`src/rtl/fft_butterfly_r2_fx.sv`:
```
// Fixed-point radix-2 DIT butterfly: out0 = X + Y*W, out1 = X - Y*W (optional conj(W), /2, saturation).
// Latency 4 cycles; a held output (out_valid && !out_ready) stalls the whole pipe and drops in_ready.
module fft_butterfly_r2_fx #(
  parameter int DW   = 16,
  parameter int TW   = 16,
  parameter int TAGW = 8
) (
  input  logic            clk,
  input  logic            rst_n,
  input  logic            in_valid,
  output logic            in_ready,
  input  logic [DW-1:0]   x_real,
  input  logic [DW-1:0]   x_imag,
  input  logic [DW-1:0]   y_real,
  input  logic [DW-1:0]   y_imag,
  input  logic [TW-1:0]   w_real,
  input  logic [TW-1:0]   w_imag,
  input  logic            inv,
  input  logic            scale,
  input  logic [TAGW-1:0] tag_in,
  output logic            out_valid,
  input  logic            out_ready,
  output logic [DW-1:0]   out0_real,
  output logic [DW-1:0]   out0_imag,
  output logic [DW-1:0]   out1_real,
  output logic [DW-1:0]   out1_imag,
  output logic [TAGW-1:0] tag_out,
  output logic            ovf,
  input  logic            clr_ovf
);

  localparam int PW = DW + TW;
  localparam int SW = DW + TW + 1;
  localparam int RW = DW + 2;

  localparam logic signed [TW-1:0] W_MIN = {1'b1, {(TW-1){1'b0}}};
  localparam logic signed [TW-1:0] W_MAX = {1'b0, {(TW-1){1'b1}}};
  localparam logic signed [RW-1:0] D_MAX = {3'b000, {(DW-1){1'b1}}};
  localparam logic signed [RW-1:0] D_MIN = {3'b111, {(DW-1){1'b0}}};
  localparam logic signed [SW-1:0] RND   = SW'(1) << (TW - 2);

  logic ce;

  assign ce       = !(out_valid && !out_ready);
  assign in_ready = ce;

  function automatic logic is_sat(input logic signed [RW-1:0] v);
    return (v > D_MAX) || (v < D_MIN);
  endfunction

  function automatic logic [DW-1:0] clip(input logic signed [RW-1:0] v);
    if (v > D_MAX) return D_MAX[DW-1:0];
    if (v < D_MIN) return D_MIN[DW-1:0];
    return v[DW-1:0];
  endfunction

  // S1: input register; conj(W) negates Wi, clamping -1.0 to the largest positive code
  logic                 v1;
  logic signed [DW-1:0] x1_re, x1_im, y1_re, y1_im;
  logic signed [TW-1:0] w1_re, w1_im;
  logic                 sc1;
  logic [TAGW-1:0]      tag1;
  logic signed [TW-1:0] w_im_eff;

  always_comb begin
    w_im_eff = w_imag;
    if (inv) w_im_eff = (w_imag == W_MIN) ? W_MAX : -w_imag;
  end

  always_ff @(posedge clk) begin
    if (!rst_n) begin
      v1    <= 1'b0;
      x1_re <= '0;
      x1_im <= '0;
      y1_re <= '0;
      y1_im <= '0;
      w1_re <= '0;
      w1_im <= '0;
      sc1   <= 1'b0;
      tag1  <= '0;
    end else if (ce) begin
      v1    <= in_valid;
      x1_re <= x_real;
      x1_im <= x_imag;
      y1_re <= y_real;
      y1_im <= y_imag;
      w1_re <= w_real;
      w1_im <= w_im_eff;
      sc1   <= scale;
      tag1  <= tag_in;
    end
  end

  // S2: full-precision partial products
  logic                 v2;
  logic signed [DW-1:0] x2_re, x2_im;
  logic signed [PW-1:0] m_rr, m_ii, m_ri, m_ir;
  logic                 sc2;
  logic [TAGW-1:0]      tag2;

  always_ff @(posedge clk) begin
    if (!rst_n) begin
      v2    <= 1'b0;
      x2_re <= '0;
      x2_im <= '0;
      m_rr  <= '0;
      m_ii  <= '0;
      m_ri  <= '0;
      m_ir  <= '0;
      sc2   <= 1'b0;
      tag2  <= '0;
    end else if (ce) begin
      v2    <= v1;
      x2_re <= x1_re;
      x2_im <= x1_im;
      m_rr  <= PW'(y1_re) * PW'(w1_re);
      m_ii  <= PW'(y1_im) * PW'(w1_im);
      m_ri  <= PW'(y1_re) * PW'(w1_im);
      m_ir  <= PW'(y1_im) * PW'(w1_re);
      sc2   <= sc1;
      tag2  <= tag1;
    end
  end

  // S3: complex product back to data scale, rounded half-up
  logic                 v3;
  logic signed [DW-1:0] x3_re, x3_im;
  logic signed [RW-1:0] t3_re, t3_im;
  logic                 sc3;
  logic [TAGW-1:0]      tag3;
  logic signed [SW-1:0] acc_re, acc_im;

  always_comb begin
    acc_re = SW'(m_rr) - SW'(m_ii) + RND;
    acc_im = SW'(m_ri) + SW'(m_ir) + RND;
  end

  always_ff @(posedge clk) begin
    if (!rst_n) begin
      v3    <= 1'b0;
      x3_re <= '0;
      x3_im <= '0;
      t3_re <= '0;
      t3_im <= '0;
      sc3   <= 1'b0;
      tag3  <= '0;
    end else if (ce) begin
      v3    <= v2;
      x3_re <= x2_re;
      x3_im <= x2_im;
      t3_re <= RW'(acc_re >>> (TW - 1));
      t3_im <= RW'(acc_im >>> (TW - 1));
      sc3   <= sc2;
      tag3  <= tag2;
    end
  end

  // S4: sum/difference, optional halving (rounded up), then saturate
  logic signed [RW-1:0] s_re, s_im, d_re, d_im;
  logic                 any_sat;

  always_comb begin
    s_re = RW'(x3_re) + t3_re;
    s_im = RW'(x3_im) + t3_im;
    d_re = RW'(x3_re) - t3_re;
    d_im = RW'(x3_im) - t3_im;
    if (sc3) begin
      s_re = (s_re + RW'(1)) >>> 1;
      s_im = (s_im + RW'(1)) >>> 1;
      d_re = (d_re + RW'(1)) >>> 1;
      d_im = (d_im + RW'(1)) >>> 1;
    end
    any_sat = is_sat(s_re) || is_sat(s_im) || is_sat(d_re) || is_sat(d_im);
  end

  // Bubbles leave the output data untouched so the last pair stays readable
  always_ff @(posedge clk) begin
    if (!rst_n) begin
      out_valid <= 1'b0;
      out0_real <= '0;
      out0_imag <= '0;
      out1_real <= '0;
      out1_imag <= '0;
      tag_out   <= '0;
    end else if (ce) begin
      out_valid <= v3;
      if (v3) begin
        out0_real <= clip(s_re);
        out0_imag <= clip(s_im);
        out1_real <= clip(d_re);
        out1_imag <= clip(d_im);
        tag_out   <= tag3;
      end
    end
  end

  always_ff @(posedge clk) begin
    if (!rst_n)                   ovf <= 1'b0;
    else if (ce && v3 && any_sat) ovf <= 1'b1;
    else if (clr_ovf)             ovf <= 1'b0;
  end

endmodule
```
`config.mk`:
```
export PLATFORM = sky130hd
export DESIGN_NAME = fft_butterfly_r2_fx
export DESIGN_NICKNAME = d
export VERILOG_FILES = /design/src/rtl/fft_butterfly_r2_fx.sv
export SDC_FILE = /design/constraint.sdc
export NUM_CORES = 2
export LEC_CHECK = 0
export CAP_MARGIN = 25
export CORE_MARGIN = 5
export CORE_UTILIZATION = 50
export CTS_CLUSTER_DIAMETER = 100
export CTS_CLUSTER_SIZE = 12
export DETAILED_ROUTE_END_ITERATION = 8
export GPL_TIMING_DRIVEN = 0
export PLACE_DENSITY = 0.64
export RECOVER_POWER = 50
export SLEW_MARGIN = 5
export SYNTH_ARGS = -nofsm -noshare
export SYNTH_HDL_FRONTEND = slang
export SYNTH_SLANG_ARGS = --single-unit
```
`constraint.sdc`:
```
create_clock -name clk -period 15.4 [get_ports clk]
set_input_delay 3.85 -clock clk [delete_from_list [all_inputs] [get_ports clk]]
set_output_delay 3.85 -clock clk [all_outputs]
set_load 0.02 [all_outputs]
```
==> results.cfg <==
[cts]
clock_latency_ps = 690
path_clk_slew_ps = 60
htree_levels = 2
cts-resized-gates = 0
cts_tree = done
clockRootBuffer = clkbuf_16
cts_buffers = 48
cts_buffer_depth = 3
cts.sinks = 428
hold_buffers = 0
cts_setup_buffers = 0

[synthesis]
ys_top_cells_by_count = inv_1 (1,340), nand2_1 (1,278), fa_1 (1,052)
syn-cell-area_um2 = 62400
syn_inst = 7377
synthMostInstantiatedCell = inv_1
synth_top_cell_by_area = fa_1
synth_top_area_share_pct = 33.75
ys_async_sr_fraction_pct = 0
yosysSeqAreaShare_pct = 13.73
synth.ff_latch_count = 428
syn-num-nets = 9063
synth_ff_type = dfxtp_1
synth.avg_cell_area_um2 = 8.458
yosysUniqueCellTypes = 97
synth_area_leaders = fa_1 (34%), dfxtp_1 (14%), ha_1 (10%)
yosysWarnings = 0
synth-edff-count = 0

[layout]
seq_area_um2 = 8568
multi_input_area_um2 = 47340
fin_util_pct = 54.88
num-nets-final = 9319
fill_cells = 11790
final_area_um2 = 67940
area_growth_pct = 8.887
final_layout_size_suffix_gt1_share_pct = 2.118

[global_route]
grt_start_max_net_pins = 15
top_usage_layer = met2
grtUsageMet3_pct = 7.461
grtUsageTotal_pct = 33.91
gr-usage-met2_pct = 55.87
gr-usage-met1_pct = 40.91
antenna_found_initial = 17
grt_first_pass_wirelength_mm = 332.1
first_global_vias = 52810
overflow = 0

[min_path]
min_path_type = register to register
min_from = x1_re[0]

[sta]
worstMarginPinSlew_ps = 1721
skew_ps = 78.69
fin_setup_tns_ps = 0
fin_crit_ps = 10870
finalSetupViolations = 0
fin_crit_sh_pct = 70.59
rsz0062_at_grt = no
slew_viol_final = 19
fmax_mhz = 91.99
slew_headroom_pct = -14.71
finalHoldViolCount = 0

[route]
drc = 0
routed_via_density = 5.576
vias = 51810
ant_nets = 0
drt_iter0_drc = 3965
wl_mm = 224.1
dr.pass1.iters = 6
detail_route.wl_per_cell_um = 24.12

[pwr]
power.density_nw_per_um2 = 129.6
fin_total_pwr_mw = 8.804
p_leak_nw = 32.58
peakVddDrop_uv = 344.8

[worst_setup_path]
max_stage_delay_ps = 870
start_kind = input pin
cpMostUsedCell = clkbuf_1
critical_path_class = input pin to output pin
worstPathRequired_ps = 11550
startpoint = out_ready
crit_family = buffers and inverters
crit_path_end_kind = output pin
path_cells = dlygate4sd3_1, nor2b_1, inv_1, clkbuf_1, clkbuf_1, clkdlybuf4s50_1
worst-path-buf-inv = 5
timing.rr.start = y1_im[14]
ff2ff_setup_slack_ps = 6170
cp_slowest_cell = clkdlybuf4s50_1
crit_path_max_fanout = 10
arrival_ps = 7020

[placed_design]
dpl.hpwl_mm = 188.9
placed_area_um2 = 66520
gp_congestion = 0.9995
io_buffers = 184

[floorplan]
io_pins = 186
dieArea_um2 = 132000
die_h_um = 363.3
rows = 129
core_area_um2 = 123800
die_w_um = 363.3
start_util_pct = 50.40

[run_status]
violations = capacitance limit, slew limit
status = finished with violations

[job]
maxCapViolations = 2
==> layout by cell type, fill, tap and decap left out, types with 26 or more instances in the layout <==
cell                n
inv_1            1341
nand2_1          1278
fa_1             1052
ha_1              523
a21oi_1           486
dfxtp_1           428
and2_1            382
clkbuf_1          358
nor2_1            236
o21ai_0           203
xnor2_1           160
clkdlybuf4s50_1   109
a21o_1             91
xor2_1             82
dlygate4sd3_1      75
nand2b_1           64
nand3_1            63
nor3_1             50
a211oi_1           50
clkbuf_16          48
nor2b_1            33
or3_1              31
o21a_1             27
o211ai_1           26
==> kinds of logic (layout without fill, tap and decap cells) <==
group | after synthesis | in the layout | share of synthesized area (%)
and+or+nand+nor | 2271 | 2271 | 16.68
buffers and inverters | 1719 | 1989 | 10.40
adders and majority gates | 1575 | 1575 | 44.24
AOI/OAI and AO/OA | 1129 | 1129 | 11.34
DFF | 428 | 428 | 13.73
xor gates and xnor gates | 242 | 242 | 3.397
muxes | 13 | 13 | 0.2106
other | 0 | 7 | 0
==> worst min-delay path, cell delays in order (launching register included) <==
cell     delay (ps)
dfxtp_1         320
nand2_1          60
a21oi_1          60
==> sequential cells by signal, summed over array words and instances, names as in the netlist, 16 cells and up <==
signal and flops:
m_ii 32, m_ir 32, m_ri 32, m_rr 32
t3_im 18, t3_re 18, out0_imag 16, out0_real 16
out1_imag 16, out1_real 16, w1_im 16, w1_re 16
x1_im 16, x1_re 16, x2_im 16, x2_re 16
x3_im 16, x3_re 16, y1_im 16, y1_re 16
==> power breakdown <==
part	leakage [nW]	switching [mW]	internal (mW)
registers	3.53	0.194	1.30
clock network	0.673	0.533	0.570
logic	28.4	3.97	2.24
==> stage by stage <==
stage,hold slack (ps),std cells,setup slack (ps)
after floorplan,425.0,7377,6863
after global placement,437.8,9198,4849
after detailed placement,443.2,9216,4786
after CTS,434.0,9280,4781
after global routing,461.1,9284,4552
final,415.8,9291,4529
==> worst paths after layout <==
check	endpoint	cells past startpoint
setup / recovery	in_ready	6
hold / removal	x2_re[0]	2
setup reg to reg	m_ir[30]	27
hold reg to reg	x2_re[0]	2
==> cell type report <==
type / instances / share of cell area, %
Timing Repair Buffer: 206 / 3.085
Inverter: 1344 / 7.425
Multi-Input combinational cell: 5230 / 69.67
Sequential cell: 428 / 12.61
Buffer: 375 / 2.133
Antenna cell: 7 / 0.02578
Tap cell: 1637 / 3.015
Clock buffer: 48 / 1.768
Clock inverter: 16 / 0.2652
==> per-layer routing <==
layer | up-vias | wire length (um)
li1 | 23510 | -
met4 | 10 | 17400
met1 | 25600 | 85890
met5 | - | 67
met3 | 600 | 18570
met2 | 2082 | 102200
Note: power is estimated with default switching activity, not from simulation.
